**src/rtl/rr_fsm_arbiter.sv**
```systemverilog
// N-requester grant arbiter: registered one-hot grant, fixed-priority or
// round-robin selection, and a hold limit that forces release under contention.
module rr_fsm_arbiter #(
  parameter  int NUM_REQ  = 4,
  parameter  int MAX_HOLD = 8,
  localparam int ID_W     = $clog2(NUM_REQ)
) (
  input  logic               clock,
  input  logic               reset,
  input  logic               mode,
  input  logic [NUM_REQ-1:0] req,
  output logic [NUM_REQ-1:0] gnt,
  output logic               gnt_valid,
  output logic [ID_W-1:0]    gnt_id,
  output logic               forced_release
);

  localparam int HOLD_W = $clog2(MAX_HOLD + 1);
  localparam logic [HOLD_W-1:0] HOLD_LAST = HOLD_W'(MAX_HOLD - 1);
  localparam logic [ID_W-1:0]   ID_LAST   = ID_W'(NUM_REQ - 1);

  typedef enum logic {
    S_IDLE = 1'b0,
    S_GNT  = 1'b1
  } state_e;

  state_e              state_q, state_d;
  logic [NUM_REQ-1:0]  gnt_q, gnt_d;
  logic [ID_W-1:0]     id_q, id_d;
  logic [ID_W-1:0]     rr_ptr_q, rr_ptr_d;
  logic [HOLD_W-1:0]   hold_q, hold_d;
  logic                forced_q, forced_d;

  logic                grant_new;
  logic [ID_W-1:0]     win_id;
  logic [NUM_REQ-1:0]  others;

  // Scans candidates starting at ptr (round robin) or at 0 (fixed priority);
  // the modulo wrap is explicit so non-power-of-two NUM_REQ works.
  function automatic logic [ID_W-1:0] pick(input logic [NUM_REQ-1:0] cand,
                                           input logic               rr_mode,
                                           input logic [ID_W-1:0]    ptr);
    logic [ID_W-1:0] win;
    logic [ID_W-1:0] idx_v;
    logic            found;
    int              idx;
    win   = '0;
    found = 1'b0;
    for (int k = 0; k < NUM_REQ; k++) begin
      idx = rr_mode ? int'(ptr) + k : k;
      if (idx >= NUM_REQ) idx = idx - NUM_REQ;
      idx_v = ID_W'(idx);
      if (!found && cand[idx_v]) begin
        win   = idx_v;
        found = 1'b1;
      end
    end
    return win;
  endfunction

  always_comb begin
    // NOTE: every signal written here gets a default first so no latch is inferred.
    state_d   = state_q;
    gnt_d     = gnt_q;
    id_d      = id_q;
    rr_ptr_d  = rr_ptr_q;
    hold_d    = hold_q;
    forced_d  = 1'b0;
    grant_new = 1'b0;
    win_id    = '0;
    others    = req & ~gnt_q;

    case (state_q)
      S_IDLE: begin
        if (|req) begin
          grant_new = 1'b1;
          win_id    = pick(req, mode, rr_ptr_q);
        end
      end
      S_GNT: begin
        if (!req[id_q]) begin
          if (|req) begin
            grant_new = 1'b1;
            win_id    = pick(req, mode, rr_ptr_q);
          end else begin
            state_d = S_IDLE;
            gnt_d   = '0;
            id_d    = '0;
            hold_d  = '0;
          end
        end else if (hold_q == HOLD_LAST && |others) begin
          // Holder is excluded from the candidates, so the hand-off is immediate.
          grant_new = 1'b1;
          win_id    = pick(others, mode, rr_ptr_q);
          forced_d  = 1'b1;
        end else if (hold_q != HOLD_LAST) begin
          hold_d = hold_q + HOLD_W'(1);
        end
      end
      default: state_d = S_IDLE;
    endcase

    if (grant_new) begin
      state_d  = S_GNT;
      gnt_d    = NUM_REQ'(1) << win_id;
      id_d     = win_id;
      hold_d   = '0;
      rr_ptr_d = (win_id == ID_LAST) ? '0 : win_id + ID_W'(1);
    end
  end

  // NOTE: state registers use non-blocking assignments so every flop samples
  // pre-edge values regardless of statement order.
  always_ff @(posedge clock) begin
    if (reset) begin
      state_q  <= S_IDLE;
      gnt_q    <= '0;
      id_q     <= '0;
      rr_ptr_q <= '0;
      hold_q   <= '0;
      forced_q <= 1'b0;
    end else begin
      state_q  <= state_d;
      gnt_q    <= gnt_d;
      id_q     <= id_d;
      rr_ptr_q <= rr_ptr_d;
      hold_q   <= hold_d;
      forced_q <= forced_d;
    end
  end

  assign gnt            = gnt_q;
  assign gnt_valid      = |gnt_q;
  assign gnt_id         = id_q;
  assign forced_release = forced_q;

endmodule

```
**config.mk**
```make
export PLATFORM = sky130hd
export DESIGN_NAME = rr_fsm_arbiter
export DESIGN_NICKNAME = d
export VERILOG_FILES = /design/src/rtl/rr_fsm_arbiter.sv
export SDC_FILE = /design/constraint.sdc
export NUM_CORES = 1
export LEC_CHECK = 0
export ABC_AREA = 1
export ABC_CLOCK_PERIOD_IN_PS = 2870
export BUFFER_PORTS_ARGS = -buffer_cell sky130_fd_sc_hd__buf_2
export CELL_PAD_IN_SITES_DETAIL_PLACEMENT = 1
export CELL_PAD_IN_SITES_GLOBAL_PLACEMENT = 1
export CORE_ASPECT_RATIO = 0.5
export CORE_MARGIN = 2
export CORE_UTILIZATION = 28
export CTS_BUF_LIST = sky130_fd_sc_hd__clkbuf_4
export DETAILED_ROUTE_END_ITERATION = 12
export PLACE_DENSITY = 0.56
export SYNTH_ARGS = -nofsm -noshare
export SYNTH_HDL_FRONTEND = slang
export SYNTH_SLANG_ARGS = --single-unit
```
**constraint.sdc**
```tcl
create_clock -name clock -period 2.87 [get_ports clock]
set_input_delay 0.574 -clock clock [delete_from_list [all_inputs] [get_ports clock]]
set_output_delay 0.574 -clock clock [all_outputs]
set_load 0.1 [all_outputs]
```
[Yosys cells after proc, flatten, opt, wreduce, memory -nomap -nowiden]
Cells that the tools add are included.
Operators by class
  eq/ne operators: 8
  add/sub/neg operators: 9
  shift operators: 1
  bitwise gates (word level): 4
  reductions and logical operators: 27
  order comparisons: 17
  multiplexer cells: 131
Operators with widths (count)
  two-way mux 2 bit: 54
  two-way mux 1 bit: 52
  less-than comparator 2 x 3 -> 1 bit, second input constant: 13
  two-way mux 4 bit: 7
  binary-select mux 1 bit (select 2 bit): 13
  OR reduction 4 bit: 3
  logical AND 1 bit: 10
  greater-or-equal comparator 3 bit, second input constant: 3
  zero test 1 bit: 9
  two-way mux 3 bit: 3
  subtractor 2 x 1 -> 2 bit, second input constant: 4
  adder 2 x 2 -> 3 bit, second input constant: 2
  != test 2 bit, second input constant: 3
  adder 4 x 1 -> 4 bit, second input constant: 1
  AND 4 bit: 1
  == test 4 x 3 -> 1 bit, second input constant: 1
  != test 2 x 1 -> 1 bit, second input constant: 2
  != test 4 x 3 -> 1 bit, second input constant: 1
  NOT 4 bit: 1
  one-hot mux 2 bit (2 select lines): 1
  AND reduction 4 bit: 1
  left shift 1 x 2 -> 4 bit, first input constant: 1
  adder 2 x 1 -> 3 bit, second input constant: 1
  greater-or-equal comparator 2 x 3 -> 1 bit, second input constant: 1
  8 further kinds: 9
Word-level totals
  bits in registers: 14
  word-level logic and storage cells: 203
  output and inout bits: 8

[Longest topological paths before layout]
Gate-level depths: netlist of run 1.
  depth in word-level cells: 33
  depth in mapped cells: 17
  depth with buffers taken out: 16

[Worst setup path after synthesis of run 1]
Ideal clock, no wire load.
  path kind: register -> output
  start: register gnt_q[2] (netlist: gnt[2])
  end: output gnt_valid
  required time: 2.296 ns
  arrival time: 2.044 ns
  path slack: 0.252 ns
  cell stages (with the launch flop): 3
  cells stage by stage: dfxtp_1 -> inv_1 -> nand4_1
Between the ends
  word-level cells in the longest chain between the ends: 1
RTL lines
  start: declaration: RTL line 28  | logic [NUM_REQ-1:0] gnt_q, gnt_d;
  start signal: assignment: RTL line 124  | gnt_q <= gnt_d;
  OR reduction 4 bit: RTL line 133  | assign gnt_valid = |gnt_q;
  end: declaration: RTL line 13  | output logic gnt_valid,
Every way passes these cells.

[Final worst setup path of run 1]
  start: register rr_ptr_q[0]
  end: register rr_ptr_q[1]
Between the ends
  word-level cells in the longest chain between the ends: 32
RTL lines
  start: declaration: RTL line 30  | logic [ID_W-1:0] rr_ptr_q, rr_ptr_d;
  start signal: assignment: RTL line 126  | rr_ptr_q <= rr_ptr_d;
  two-way mux 2 bit: RTL line 50  | idx = rr_mode ? int'(ptr) + k : k;
  greater-or-equal comparator 2 x 3 -> 1 bit / subtractor 2 x 1 -> 2 bit (equally long branches): RTL line 51  | if (idx >= NUM_REQ) idx = idx - NUM_REQ;
  two-way mux 2 bit: RTL line 51
  two-way mux 2 bit, on equally long branches: RTL line 75, 82, 91
  two-way mux 2 bit: RTL line 81  | if (!req[id_q]) begin
  two-way mux 2 bit: RTL line 73  | case (state_q)
  binary-select mux 1 bit (select 2 bit): RTL line 53  | if (!found && cand[idx_v]) begin
  two-way mux 1 bit (implied by the code): RTL line 53
  [... 16 more ...]
  zero test 1 bit: RTL line 53
  logical AND 1 bit: RTL line 53
  two-way mux 2 bit: RTL line 53
  two-way mux 2 bit, on equally long branches: RTL line 82, 91
  two-way mux 2 bit: RTL line 81
  one-hot mux 2 bit (2 select lines) *: RTL line 73
  adder 2 x 1 -> 2 bit / == test 2 bit (equally long branches): RTL line 108  | rr_ptr_d = (win_id == ID_LAST) ? '0 : win_id + ID_W'(1);
  two-way mux 2 bit *: RTL line 108
Mark *: on every way between the ends. The rest lies on a longest branch, timed or not. The select of a mux whose other input is x is not followed.
A chain may end at the register's enable or synchronous reset.

==> flow_metrics.tcl, run 1 <==
set metrics [dict create \
    status "completed" \
    ios 15 \
    regArea_um2 280 \
    postCtsHoldBufs 0 \
    synth-seq-cells 14 \
    timing.max_cap.violations 0 \
    vias 1457 \
    diodes 0 \
    max_clock_freq_ghz 0.424 \
    fin_nets 259 \
    wirelength_um 3960 \
    cts_root_buf "clkbuf_4" \
    path_class "flip-flop to flip-flop" \
    grt_antenna_before_repair 0 \
    clkTransAtPathRegs_ps 80 \
    async_flop_share 0 \
    synthTopCellsByArea "nand2_1 (24%), dfxtp_1 (20%), nand3_1 (8.4%)" \
    synth_nets 241 \
    grt_usage 0.162 \
    synth.avg_cell_area_um2 5.97 \
    htreeDepth 1 \
    initial_core_util 0.300 \
    viasPerCell 4.68 \
    core_area_um2 4550 \
    die_area_um2 5490 \
    cp.arrival_ps 2530 \
    clk_path_buf_depth 2 \
    yosysTopAreaCellShare 0.236 \
    clock-sinks 14 \
    cts_tree "built" \
    route.detailed.drc 0 \
    die_x_um 103 \
    cts_buffers 3 \
    timing.slew.headroom 0.655 \
    fillCellCount 643 \
    fin_setup_tns_ps 0 \
    crit_path_end_kind "flip-flop" \
    dp_hpwl_um 3360 \
    finalClockSkew_ps 5.45 \
    area_growth_pct 11.4 \
    grt_start_max_net_pins 15 \
    hold_path_class "flip-flop to flip-flop" \
    drt-pass1-iter-count 4 \
    syn_inst 229 \
    postLayoutCellArea_um2 1520 \
    synth_ff_type "dfxtp_1" \
    synth-edff-count 0 \
    finalHoldViolations 0 \
    synth_common_cells "nand2_1 (86), inv_1 (24), nand3_1 (23)" \
    p_leak_nw 0.811 \
    grt_pass1_wl_um 6840 \
    start_kind "flip-flop" \
    synth_cell_types 28 \
    drtIter0Drc 43 \
    cts_resized 0 \
    grt_pass1_vias 1410 \
    synth_top_area_cell "nand2_1" \
    antenna_left 0 \
    period_share 0.822 \
    yosysWarningCount 0 \
    post-cts-setup-buffers 0 \
    drv_slew 0 \
    period_needed_ps 2360 \
    grt_overflow 0 \
    die_h_um 53.4 \
    setup_violations 0 \
    cp_max_fo 14 \
    rsz0062_at_grt "false" \
    rows 17 \
    tightest_slew_ps 517 \
    port_buffers 14 \
    drive_gt1_frac 0.208 \
    globalplace.congestion 0.993 \
    p_per_area_nw_per_um2 780 \
    dpl_cell_area_um2 1500 \
    synth.cell_area_um2 1370 \
    clk-insertion-delay-late_ps 270 \
    multiInputGateArea_um2 927 \
    yosysMostFrequentCell "nand2_1" \
    wl_per_cell_um 12.7 \
    crit_required_ps 3040 \
    vdd_drop_max_mv 0.229 \
    synth.yosys.seq_area_share 0.205 \
]
==> critical path: stages, from the launching register on <==
cell and delay [ps]:
dfxtp_1 400, nand2_2 230, buf_4 250, nand2_1 70
nand2_1 60, nand2_1 90, nand2_1 110, nor2_2 140
nand2_1 70, nand2_1 60, nand2_1 70, nand2_1 100
nand2_1 110, ha_1 280, o21ai_0 160, nor2_1 50
==> power by group <==
part	internal, mW	switching [mW]
registers	0.227	0.0354
clock network	0.0485	0.0571
logic	0.211	0.609
total	0.487	0.701
==> logic make-up (layout without fill, tap and decap cells) <==
logic type | count (synthesis) | after routing | synth area share
AOI/OAI and AO/OA | 23 | 23 | 0.0988
adders and majority gates | 5 | 5 | 0.0457
DFF | 14 | 14 | 0.205
buffers and inverters | 32 | 48 | 0.117
and+or+nand+nor | 155 | 155 | 0.533
==> layout make-up <==
class	count	area share
clock buffer	3	0.0148
inverter	30	0.0878
multi-input combinational	183	0.608
sequential	14	0.184
tap	66	0.0542
timing repair buffer	15	0.0509
==> state kept, by name (all words and copies together) (netlist names) <==
signal and count:
gnt_id 2, rr_ptr_q 2, gnt 4, state_q 1, forced_release 1, hold_q 4
==> cell usage in the layout, fill, tap and decap left out, types with 6 or more instances in the layout <==
master,netlist,final
buf_2,0,14
nor2_1,17,17
a21oi_1,9,9
nand3_1,23,23
dfxtp_1,14,14
nand2_1,86,86
nand2_2,12,12
inv_1,24,24
nand3_2,6,6
==> per-stage QoR <==
step | std cells | hold WS, ps | power (mW) | utilization | setup WS, ps
final | 311 | 466 | 1.19 | 0.335 | 510
after global routing | 311 | 510 | 1.31 | 0.335 | 225
after CTS | 311 | 470 | 1.21 | 0.335 | 469
after detailed placement | 308 | 460 | 1.10 | 0.330 | 205
after global placement | 308 | 454 | 1.10 | 0.330 | 240
after floorplan | 229 | 439 | 0.933 | - | 252
==> final timing paths <==
| check | from | endpoint | slack, ps | depth (start not counted) |
|---|---|---|---|---|
| max | rr_ptr_q[0] | rr_ptr_q[1] | 510 | 15 |
| max reg2reg | rr_ptr_q[0] | rr_ptr_q[1] | 510 | 15 |
| min reg2reg | hold_q[3] | hold_q[3] | 470 | 2 |
| min | hold_q[3] | hold_q[3] | 470 | 2 |
==> layer usage <==
metal | global-route usage | vias to the layer above | share of wire
li1 | - | 763 | -
met1 | 0.243 | 680 | 0.55
met2 | 0.246 | 12 | 0.43
met3 | 0.0119 | 2 | 0.015
met4 | 0.0461 | 0 | 0.0043
met5 | 0 | - | 0
(Power assumes the default switching activity.)
==> inputs of run 2 (changes only) <==
- ABC_CLOCK_PERIOD_IN_PS: 2870 -> 2150
- PLACE_DENSITY: 0.56 -> 0.58
- clock period: 2.87 -> 2.15 ns (I/O delays scaled with it)
==> run 2 against run 1 <==
  * Sequential share of layout area shrank 2.6 points
  * Die area stayed put
  * Combinational power is 62% higher
  * Clock power is 49% higher
  * Utilization rose by 7.1 points
  * Critical path depth increased by 1
  * Cell count is 11% higher
  * Non-clock buffer count rose by 33
  * Highest routed layer unchanged
  * Worst hold slack got worse by 85 ps
  * Setup slack lost 370 ps
==> flow_metrics.tcl, run 2 (same netlist as run 1, synthesis figures left out) <==
set metrics [dict create \
    status "completed" \
    grt_usage 0.182 \
    cp_slowest_cell "ha_1" \
    fin_nets 292 \
    core_area_um2 4550 \
    drtIter0Drc 44 \
    cp_cell_sequence "buf_2, buf_4, nand2_2, nand2_2, nand2_4, buf_4, nand2_1, o21ai_4, nand4_1, nand2_1, inv_1, nand2_2, nand2_2, ha_1, o21ai_1, nor2_1" \
    path_class "input pin to flip-flop" \
    place_ws_ps -218 \
    rows 17 \
    final_cell_mix "nand2_1 (82), buf_4 (33), inv_1 (23), nand3_1 (23), nor2_1 (16)" \
    die_h_um 53.4 \
    ios 15 \
    grt_pass1_vias 1626 \
    tightest_slew_ps 485 \
    critPathMaxStageDelay_ps 270 \
    htreeDepth 1 \
    cts_tree "built" \
    power_frac_comb 0.720 \
    holdWs_ps 381 \
    cp_common_cell "nand2_2" \
    timing.slew.headroom 0.679 \
    viasPerCell 4.61 \
    drive_gt1_frac 0.355 \
    drt-pass1-iter-count 4 \
    clkPwrFrac 0.085 \
    clk-insertion-delay-late_ps 280 \
    clock-sinks 14 \
    clk_path_buf_depth 2 \
    crit_required_ps 2340 \
    grt_start_max_net_pins 13 \
    final_util 0.406 \
    wl_per_cell_um 13.3 \
    grt_antenna_before_repair 0 \
    start_kind "input pin" \
    period_share 0.933 \
    p_per_area_nw_per_um2 1000 \
    cp_max_fo 6 \
    finalClockSkew_ps 9.67 \
    max_clock_freq_ghz 0.499 \
    netSwitchingPower_mw 1.04 \
    dp_hpwl_um 3830 \
    regToRegSetupSlack_ps 150 \
    crit_family "simple AND/OR/NAND/NOR gates" \
    period_needed_ps 2010 \
    fillCellCount 625 \
    final_common_cell "nand2_1" \
    cp.arrival_ps 2190 \
    postCtsHoldBufs 0 \
    die_area_um2 5490 \
    wirelength_um 4590 \
    vias 1590 \
    port_buffers 14 \
    timing.max_cap.violations 0 \
    drv_slew 0 \
    area_growth_pct 35.0 \
    cts_buffers 3 \
    sequentialPowerShare 0.195 \
    path_buf_inv 4 \
    antenna_left 0 \
    crit_path_end_kind "flip-flop" \
    clkTransAtPathRegs_ps 100 \
    p_leak_nw 0.980 \
    grt_pass1_wl_um 7620 \
    hold_path_class "input pin to flip-flop" \
    vdd_drop_max_mv 0.316 \
    worst_slack_ps 145 \
    swShare 0.560 \
    initial_core_util 0.300 \
    setup_violations 0 \
    grt_overflow 0 \
    diodes 0 \
    power.internal_mw 0.815 \
    die_x_um 103 \
    finalHoldViolations 0 \
    globalplace.congestion 0.863 \
    cts_root_buf "clkbuf_4" \
    route.detailed.drc 0 \
]
==> run 2: metal layers <==
metal,vias to the layer above,wire (um),GRT usage
li1,834,-,-
met1,749,2330,0.252
met2,5,2180,0.316
met3,2,49,0.0119
met4,0,21,0.0329
met5,-,0,0
==> run 2: cell type report <==
| cell class | count | area [um^2] | share of cell area |
|---|---|---|---|
| repair buffers | 48 | 338 | 0.183 |
| flip-flops and latches | 14 | 292 | 0.158 |
| well taps | 66 | 82.6 | 0.0447 |
| multi-input cells | 183 | 975 | 0.528 |
| clock inverters | 1 | 3.75 | 0.00203 |
| inverters | 30 | 134 | 0.0725 |
| clock buffers | 3 | 22.5 | 0.0122 |
==> run 2: power groups by stage <==
stage	Clock [mW]	Sequential (mW)	Combinational, mW
final	0.158	0.361	1.33
after global placement	0	0.358	1.25
after CTS	0.167	0.355	1.28
after floorplan	0	0.538	0.714
after global routing	0.174	0.369	1.46
after detailed placement	0	0.361	1.28
==> run 2: through the flow <==
step / TNS, ps / power (mW) / area, um^2 / instances
2_1_floorplan: 0 / 1.25 / 1380 / 229
3_5_place_dp: -754 / 1.64 / 1760 / 340
4_1_cts: 0 / 1.80 / 1790 / 344
6_report: 0 / 1.85 / 1850 / 345
5_1_grt: -4.05 / 2.00 / 1850 / 345
3_3_place_gp: -369 / 1.61 / 1760 / 340
==> run 2: worst paths after layout <==
kind / startpoint / end / cells past startpoint
hold reg to reg: hold_q[3] / hold_q[3] / 2
setup / recovery: mode / rr_ptr_q[1] / 16
setup reg to reg: rr_ptr_q[0] / rr_ptr_q[1] / 13
hold / removal: reset / gnt[1] / 2
==> run 2: timing repair <==
action | 4_1_cts | 5_1_grt
gates resized for setup | 0 | 15
endpoints found under the hold margin | 0 | 0
setup endpoints to repair | 0 | 9
setup buffers | 0 | 1
==> run 2: worst register-to-register path: stages (launching register included) <==
cell	delay, ps
dfxtp_4	370
buf_4	140
nand2_1	100
nand2_4	90
buf_4	160
nand2_1	110
o21ai_4	90
a21boi_2	130
nand2_1	70
nand3_2	90
nand2_2	100
ha_1	290
o21ai_1	130
nor2_1	50
